==> src/rtl/aes_core_sched.sv <==
// aes_core_sched: round-robin scheduler that shares one AES cipher/decipher core between two requesters.
// Optional macro AES_SCHED_TIMEOUT_EN adds a WAIT timeout that returns an error response.
module aes_core_sched #(
  parameter int DATA_W      = 128,
  parameter int TIMEOUT_CYC = 64,
  parameter int CNT_W       = 8
) (
  input  logic                clk,
  input  logic                reset_n,
  input  logic [1:0]          req_valid,
  output logic [1:0]          req_ready,
  input  logic [1:0]          req_mode,
  input  logic [2*DATA_W-1:0] req_key,
  input  logic [2*DATA_W-1:0] req_data,
  output logic                rsp_valid,
  input  logic                rsp_ready,
  output logic                rsp_id,
  output logic [DATA_W-1:0]   rsp_data,
  output logic                rsp_err,
  output logic [DATA_W-1:0]   plain_text_in,
  output logic [DATA_W-1:0]   cipher_key_in,
  output logic                cipher_new_en,
  output logic [DATA_W-1:0]   cipher_text_in,
  output logic [DATA_W-1:0]   round_key_10,
  output logic                EN,
  input  logic [DATA_W-1:0]   cipher_text_out,
  input  logic [DATA_W-1:0]   plain_text_out,
  input  logic                cipher_ready,
  input  logic                decipher_ready,
  output logic                busy
);

  // Handshakes: a request transfers on the cycle req_valid[i] && req_ready[i]; a response
  // transfers on rsp_valid && rsp_ready, and rsp_* hold stable until that cycle.
  typedef enum logic [1:0] {IDLE, ISSUE, WAIT, RESP} state_t;

  state_t            state;
  logic              rr_last;
  logic              job_id;
  logic              job_mode;
  logic [CNT_W-1:0]  cnt;
  logic              grant_any;
  logic              gnt;
  logic              sel_mode;
  logic              match;
  logic [DATA_W-1:0] sel_key;
  logic [DATA_W-1:0] sel_data;

  if ((64'd1 << CNT_W) <= 64'(TIMEOUT_CYC)) begin : g_cnt_w_check
    $error("CNT_W too narrow for TIMEOUT_CYC");
  end

  always_comb begin
    grant_any = (state == IDLE) && (req_valid != 2'b00);
    gnt       = (req_valid == 2'b11) ? ~rr_last : req_valid[1];
    sel_mode  = gnt ? req_mode[1] : req_mode[0];
    sel_key   = gnt ? req_key[2*DATA_W-1:DATA_W] : req_key[DATA_W-1:0];
    sel_data  = gnt ? req_data[2*DATA_W-1:DATA_W] : req_data[DATA_W-1:0];
    match     = job_mode ? decipher_ready : cipher_ready;
    req_ready = 2'b00;
    if (reset_n && grant_any) req_ready = gnt ? 2'b10 : 2'b01;
  end

  assign busy = (state != IDLE);

`ifdef AES_SCHED_TIMEOUT_EN
  logic err_q;
  logic timeout;
  assign timeout = (cnt == CNT_W'(TIMEOUT_CYC - 1));
  assign rsp_err = err_q;
`else
  assign rsp_err = 1'b0;
`endif

  always_ff @(posedge clk or negedge reset_n) begin
    if (!reset_n) begin
      state          <= IDLE;
      rr_last        <= 1'b1;
      job_id         <= 1'b0;
      job_mode       <= 1'b0;
      cnt            <= '0;
      rsp_valid      <= 1'b0;
      rsp_id         <= 1'b0;
      rsp_data       <= '0;
      plain_text_in  <= '0;
      cipher_key_in  <= '0;
      cipher_text_in <= '0;
      round_key_10   <= '0;
      cipher_new_en  <= 1'b0;
      EN             <= 1'b0;
`ifdef AES_SCHED_TIMEOUT_EN
      err_q          <= 1'b0;
`endif
    end else begin
      case (state)
        IDLE: begin
          if (grant_any) begin
            rr_last       <= gnt;
            job_id        <= gnt;
            job_mode      <= sel_mode;
            EN            <= 1'b1;
            cipher_new_en <= 1'b1;
            // The unused half of the core interface is held at zero.
            if (sel_mode) begin
              cipher_text_in <= sel_data;
              round_key_10   <= sel_key;
              plain_text_in  <= '0;
              cipher_key_in  <= '0;
            end else begin
              plain_text_in  <= sel_data;
              cipher_key_in  <= sel_key;
              cipher_text_in <= '0;
              round_key_10   <= '0;
            end
            state <= ISSUE;
          end
        end
        ISSUE: begin
          cipher_new_en <= 1'b0;
          cnt           <= '0;
          state         <= WAIT;
        end
        WAIT: begin
          if (cnt != '1) cnt <= cnt + 1'b1;
          if (match) begin
            rsp_data  <= job_mode ? plain_text_out : cipher_text_out;
            rsp_id    <= job_id;
            rsp_valid <= 1'b1;
            EN        <= 1'b0;
            state     <= RESP;
`ifdef AES_SCHED_TIMEOUT_EN
            err_q     <= 1'b0;
`endif
          end
`ifdef AES_SCHED_TIMEOUT_EN
          else if (timeout) begin
            rsp_data  <= '0;
            rsp_id    <= job_id;
            rsp_valid <= 1'b1;
            err_q     <= 1'b1;
            EN        <= 1'b0;
            state     <= RESP;
          end
`endif
        end
        RESP: begin
          if (rsp_ready) begin
            rsp_valid <= 1'b0;
            state     <= IDLE;
          end
        end
        default: state <= IDLE;
      endcase
    end
  end

endmodule
==> config.mk <==
export PLATFORM = sky130hd
export DESIGN_NAME = aes_core_sched
export DESIGN_NICKNAME = d
export VERILOG_FILES = /design/src/rtl/aes_core_sched.sv
export SDC_FILE = /design/constraint.sdc
export NUM_CORES = 1
export LEC_CHECK = 0
export ABC_CLOCK_PERIOD_IN_PS = 1660
export CAP_MARGIN = 40
export CORE_AREA = 2 2 549 551
export DETAILED_ROUTE_END_ITERATION = 6
export DIE_AREA = 0 0 551 553
export GPL_ROUTABILITY_DRIVEN = 0
export GPL_TIMING_DRIVEN = 0
export PLACE_DENSITY = 0.38
export SETUP_SLACK_MARGIN = 0.3
export SLEW_MARGIN = 5
export SYNTH_ARGS = -nofsm -noshare
export SYNTH_HDL_FRONTEND = slang
export SYNTH_SLANG_ARGS = --single-unit
==> constraint.sdc <==
create_clock -name clk -period 1.66 [get_ports clk]
set_input_delay 0.332 -clock clk [delete_from_list [all_inputs] [get_ports clk]]
set_output_delay 0.332 -clock clk [all_outputs]
set_load 0.03 [all_outputs]
==> results.json, run 1 <==
{
  "grt_max_degree": 102,
  "cts_root_buffer": "clkbuf_16",
  "avgSynthCellArea_um2": 11.4,
  "htreeDepth": 3,
  "synth_area_um2": 27500,
  "switching_share": 0.457,
  "tritoncts": "built",
  "max_cap_violations": 0,
  "hp-class": "input port to asynchronous set/reset pin",
  "arrival_ps": 2260,
  "skew_ps": 78.5,
  "yosys_warnings": 0,
  "vias": 27000,
  "async_reset_ff_frac": 1.00,
  "path_class": "flop to output pin",
  "synthTopCellsByArea": "dfrtp_1, mux2i_1, o21ai_1",
  "hold_viol": 95,
  "ant_nets": 0,
  "cts_buffer_depth": 4,
  "p_per_area_nw_per_um2": 2130,
  "wl_per_cell_um": 30.2,
  "synthAdderAreaFrac": 0.00227,
  "yosysSeqAreaShare": 0.591,
  "drt_first_pass_iters": 5,
  "die_w_um": 551,
  "min_period_ps": 2600,
  "cts_made_buffers": 92,
  "synth_simple_gate_area_frac": 0.0722,
  "overflow": 0,
  "grt_usage": 0.153,
  "drive_gt1_frac": 0.235,
  "clk_pin_slew_ps": 60,
  "synth_cells": 2402,
  "holdBufCountCts": 2,
  "synth_compound_area_frac": 0.0984,
  "comb_power_share": 0.579,
  "yosysTopAreaCell": "dfrtp_1",
  "setup_viol": 1355,
  "grt_pass1_vias": 27500,
  "area_growth_pct": 100,
  "grtUsageMet1": 0.174,
  "worst_pin_slew_ps": 894,
  "row_count": 201,
  "grt-busiest-layer": "met2",
  "mostFrequentLayoutCells": "clkdlybuf4s50_1, dfrtp_1, nand2_1",
  "core-area_um2": 299000,
  "grtUsageMet3": 0.0728,
  "via_per_inst": 3.31,
  "fin_hold_ws_ps": -429,
  "fin_ws_ps": -937,
  "dp_cells": 7826,
  "required_ps": 1330,
  "power_mw": 117,
  "synth_top_area_share": 0.590,
  "rr_worst_depth": 15,
  "layout_commonest_cell": "clkdlybuf4s50_1",
  "nets": 4886,
  "synthXorXnorAreaFrac": 0,
  "met2_usage": 0.257,
  "ir_drop_mv": 0.902,
  "dieArea_um2": 305000,
  "start_util": 0.0920,
  "status": "complete, but fails checks",
  "fmax_ghz": 0.385,
  "chipHeight_um": 553,
  "violations": "hold timing, setup timing",
  "ioPinCount": 1425,
  "fin_crit_sh": 1.56,
  "power_switching_mw": 53.4,
  "hpwl_mm": 207,
  "netlist-cell-type-count": 36,
  "io_buffers": 1422,
  "crit_path_end_kind": "output pin",
  "critPathMaxFanout": 3,
  "drt-total-wl_mm": 247,
  "r2r_slack_ps": -790,
  "grt_pass1_wl_mm": 303,
  "reg2reg_from": "state[1]",
  "clk_latency_ps": 810,
  "antenna_found_initial": 128,
  "p_seq_frac": 0.242,
  "fin_cells": 8169,
  "yosys_register_bits": 649,
  "synth_flop_cell": "dfrtp_1",
  "r2r-end": "cipher_text_in[123]",
  "clock_sinks": 649,
  "synth_top_family_by_area": "multiplexers",
  "synthMuxAreaShare": 0.200,
  "syn_nets": 3184,
  "p_clk_frac": 0.179,
  "finalMaxSlewViolations": 0,
  "drcViolationCount": 0,
  "intPower_mw": 63.5,
  "grt_setup_unrepaired": "true",
  "drt-initial-drc-count": 1336,
  "leakage_nw": 22.8,
  "max-slew-margin-rel": 0.387,
  "critPathLaunchType": "flop",
  "synth_edf_count": 0
}
## per-layer routing
metal | part of all wire | vias to the layer above
met1 | 0.39 | 13500
met4 | 0.025 | 84
li1 | - | 11800
met5 | 0.0021 | -
met2 | 0.48 | 1312
met3 | 0.11 | 333
## flip-flops by register name, summed over array words and instances, names as in the netlist, 2 cells and up
signal and count:
cipher_key_in 128, state 2, rsp_data 128, plain_text_in 128, cipher_text_in 128, round_key_10 128
## per-stage QoR
| step | setup TNS [ps] | utilization | cell area (µm²) | hold slack [ps] | setup slack, ps |
|---|---|---|---|---|---|
| after CTS | -786240 | 0.173 | 51600 | -475 | -1020 |
| after detailed placement | -968690 | 0.160 | 47700 | 425 | -1780 |
| after global routing | -739620 | 0.184 | 54900 | -436 | -1020 |
| final | -634060 | 0.184 | 55000 | -429 | -937 |
| after floorplan | -4410 | - | 27900 | 36.4 | -151 |
| after global placement | - | 0.158 | 47100 | 463 | -32850 |
## critical path, stage by stage (launching register included)
cell and delay [ps]:
dfrtp_1 400, inv_2 90, ha_4 160, buf_12 130, o21ai_4 70, buf_12 160
clkbuf_16 140, nor3b_4 180, buf_6 160
## how the worst max path moves through the flow
stage	from	to	slack [ps]	depth (start not counted)
final	state[1]	req_ready[0]	-940	8
after global placement	reset_n	rsp_data[47]	-32850	1
after floorplan	state[0]	req_ready[0]	-150	7
after CTS	state[0]	req_ready[0]	-1020	8
after detailed placement	req_valid[1]	plain_text_in[9]	-1780	7
after global routing	state[1]	req_ready[0]	-1020	8
## synthesized netlist by cell type, drive strengths merged (2+ instances only)
library cell and count:
a21boi 2, mux2 258, a32oi 2, clkbuf 38, mux2i 258, buf 135, nand2 512, nor2 2
o21ai 516, ha 5, and2 2, nor2b 3, nand2b 2, dfrtp 648, inv 6
## final cells by class
class	count	area [µm²]
antenna	41	103
buffer	173	2190
clock buffer	123	2630
clock inverter	37	485
fill	32900	244000
inverter	6	25.0
multi-input combinational	1574	11200
sequential	649	16300
tap	3958	4950
timing repair buffer	1608	17100
## timing repair
item                                   4_1_cts  5_1_grt
setup endpoints to repair                 1397     1435
cloned                                       4       28
endpoints found under the hold margin       98       95
pin swaps                                    4       13
resized for setup                          254      928
buffers inserted                            25       83
## power by group through the flow
stage,clock network (mW),registers (mW),logic (mW)
6_report,20.9,28.3,67.7
5_1_grt,22.2,29.2,70.9
4_1_cts,21.7,28.1,62.5
3_5_place_dp,0,28.2,60.7
3_3_place_gp,0,28.2,59.7
2_1_floorplan,0,41.7,13.1
## logic make-up (layout without fill, tap and decap cells)
kind of cell | Yosys count | count (layout)
flip-flops | 649 | 649
adder cells (fa/ha/maj) | 5 | 5
multiplexers | 516 | 516
buffers and inverters | 179 | 1947
other | 1 | 42
AO/OA/AOI/OAI | 529 | 529
AND/OR/NAND/NOR | 523 | 523
(Power assumes the default switching activity.)
==> inputs of run 2 (changes only) <==
==> config.mk (replaced) <==
export PLATFORM = sky130hd
export DESIGN_NAME = aes_core_sched
export DESIGN_NICKNAME = d
export VERILOG_FILES = /design/src/rtl/aes_core_sched.sv
export SDC_FILE = /design/constraint.sdc
export NUM_CORES = 1
export LEC_CHECK = 0
export ABC_CLOCK_PERIOD_IN_PS = 2750
export CAP_MARGIN = 40
export CORE_AREA = 2 2 553 555
export DETAILED_ROUTE_END_ITERATION = 6
export DIE_AREA = 0 0 555 557
export GPL_ROUTABILITY_DRIVEN = 0
export GPL_TIMING_DRIVEN = 0
export PLACE_DENSITY = 0.37
export SETUP_SLACK_MARGIN = 0.3
export SKIP_CTS_REPAIR_TIMING = 1
export SLEW_MARGIN = 5
export SYNTH_ARGS = -nofsm -noshare
export SYNTH_HDL_FRONTEND = slang
export SYNTH_SLANG_ARGS = --single-unit
==> constraint.sdc (replaced) <==
create_clock -name clk -period 2.75 [get_ports clk]
set_input_delay 0.55 -clock clk [delete_from_list [all_inputs] [get_ports clk]]
set_output_delay 0.55 -clock clk [all_outputs]
set_load 0.03 [all_outputs]
==> run 2 against run 1 <==
Against the previous run:
- die area is 1.5% higher
- utilization is 1.3 points lower
- critical path depth stayed put
- worst setup slack better by 780 ps
- wire length hardly changed
- first-iteration DRC count is 8.1% higher
- non-clock buffer count is 92 lower
- design area is 5.4% lower
- count of clock-buffer cells in the layout is 4 higher
- the run ends with setup timing left
- sequential cell count stayed put
- sequential share of layout area is 1.7 points higher
- clock power is 42% lower
==> results.json, run 2 (synthesis gave the netlist of run 1 again) <==
{
  "status": "complete, but fails checks",
  "violations": "setup timing",
  "clock_sinks": 649,
  "grt_usage": 0.152,
  "clk_latency_ps": 800,
  "grt_setup_unrepaired": "true",
  "critPathSlowestCell": "dfrtp_1",
  "ir_drop_mv": 0.410,
  "fmax_ghz": 0.344,
  "leakage_nw": 24.4,
  "wl_per_cell_um": 30.5,
  "grt_max_degree": 108,
  "required_ps": 2200,
  "drt_first_pass_iters": 5,
  "grt_pass1_vias": 27400,
  "skew_ps": 58.5,
  "cts_root_buffer": "clkbuf_16",
  "cp_common_cell": "buf_12",
  "rr_worst_depth": 8,
  "critPathBufInv": 5,
  "path_class": "flop to output pin",
  "layout_commonest_cell": "clkdlybuf4s50_1",
  "tritoncts": "built",
  "grt_pass1_wl_mm": 304,
  "hp-class": "input port to asynchronous set/reset pin",
  "comb_power_share": 0.551,
  "die_w_um": 555,
  "p_clk_frac": 0.188,
  "fin_ws_ps": -159,
  "area_growth_pct": 89.2,
  "fin_hold_ws_ps": 44.7,
  "row_count": 203,
  "max_stage_delay_ps": 410,
  "path_delay_family": "buffers and inverters",
  "wl_met1_mm": 101,
  "intPower_mw": 33.9,
  "cp_num_cells": 8,
  "antenna_found_initial": 138,
  "drive_gt1_frac": 0.145,
  "drcViolationCount": 0,
  "crit_path_end_kind": "output pin",
  "via_per_inst": 3.28,
  "cp_cell_sequence": "inv_2, ha_4, buf_12, o21ai_4, buf_12, buf_6, nor3b_2, buf_4",
  "drt-total-wl_mm": 247,
  "min_period_ps": 2910,
  "critPathMaxFanout": 8,
  "ioPinCount": 1425,
  "drt-initial-drc-count": 1444,
  "switching_share": 0.477,
  "setup_viol": 1,
  "ant_nets": 0,
  "p_per_area_nw_per_um2": 1250,
  "nets": 4794,
  "dr.max_layer_used": "met5",
  "wl_met3_mm": 25.7,
  "cts_buffer_depth": 4,
  "hold_viol": 0,
  "io_buffers": 1422,
  "p_seq_frac": 0.261,
  "cts_made_buffers": 92,
  "core-area_um2": 304000,
  "start_util": 0.0905,
  "dp_cells": 7868,
  "htreeDepth": 3,
  "overflow": 0,
  "clk_pin_slew_ps": 60,
  "critPathLaunchType": "flop",
  "power_switching_mw": 31.0,
  "mostFrequentLayoutCells": "clkdlybuf4s50_1, dfrtp_1, nand2_1",
  "fin_crit_sh": 1.06,
  "dieArea_um2": 309000,
  "max-slew-margin-rel": 0.408,
  "arrival_ps": 2360,
  "max_cap_violations": 0,
  "chipHeight_um": 557,
  "vias": 26600,
  "finalMaxSlewViolations": 0,
  "worst_pin_slew_ps": 886,
  "hpwl_mm": 211,
  "fin_cells": 8113,
  "met2WireLength_mm": 114
}
run 2: worst register-to-register path: stages, from the launching register on:
cell and delay [ps]:
dfstp_2 380, a21boi_2 130, buf_6 170, buf_4 180, buf_8 290, buf_6 300, mux2i_1 470, buf_4 270
o21ai_1 80
run 2: final timing paths:
kind / from / endpoint / slack (ps)
setup / recovery: state[1] / req_ready[0] / -160
hold / removal: reset_n / plain_text_in[32] / 40
setup reg to reg: rr_last / cipher_key_in[94] / 300
hold reg to reg: round_key_10[37] / round_key_10[37] / 480
max in group asynchronous: reset_n / plain_text_in[118] / 1700
min in group clk: req_valid[0] / rr_last / 140
run 2: routing by layer:
layer	up-vias	track usage
met2	1392	0.252
li1	11600	-
met3	352	0.0560
met1	13200	0.187
met5	-	0
met4	52	0.0288
run 2: power groups by stage:
stage / combinational [mW] / clock (mW) / sequential, mW
after floorplan: 7.55 / 0 / 25.2
after global placement: 35.7 / 0 / 17.2
after detailed placement: 36.0 / 0 / 17.2
after CTS: 36.1 / 12.7 / 17.1
after global routing: 37.6 / 13.0 / 17.4
final: 35.7 / 12.2 / 16.9
run 2: layout make-up:
class                   instances  area [µm²]
fillers                     33700      252000
diodes                         42         105
inverters                       6        22.5
clock inverters                29         354
repair buffers               1516       16100
well taps                    3997        5000
flip-flops and latches        649       16200
multi-input cells            1574       10400
clock buffers                 127        2590
plain buffers                 173        1200
run 2: through the flow:
stage	setup TNS, ps	total power [mW]	utilization	worst slack, ps	instance area (µm²)
after global routing	-435	68.1	0.171	-336	51900
after detailed placement	-604530	53.2	0.156	-1650	47300
final	-159	64.9	0.171	-159	52000
after CTS	-418240	66.0	0.165	-2070	50200
after floorplan	0	32.7	-	464	27500
after global placement	-	52.9	0.154	-32060	46700
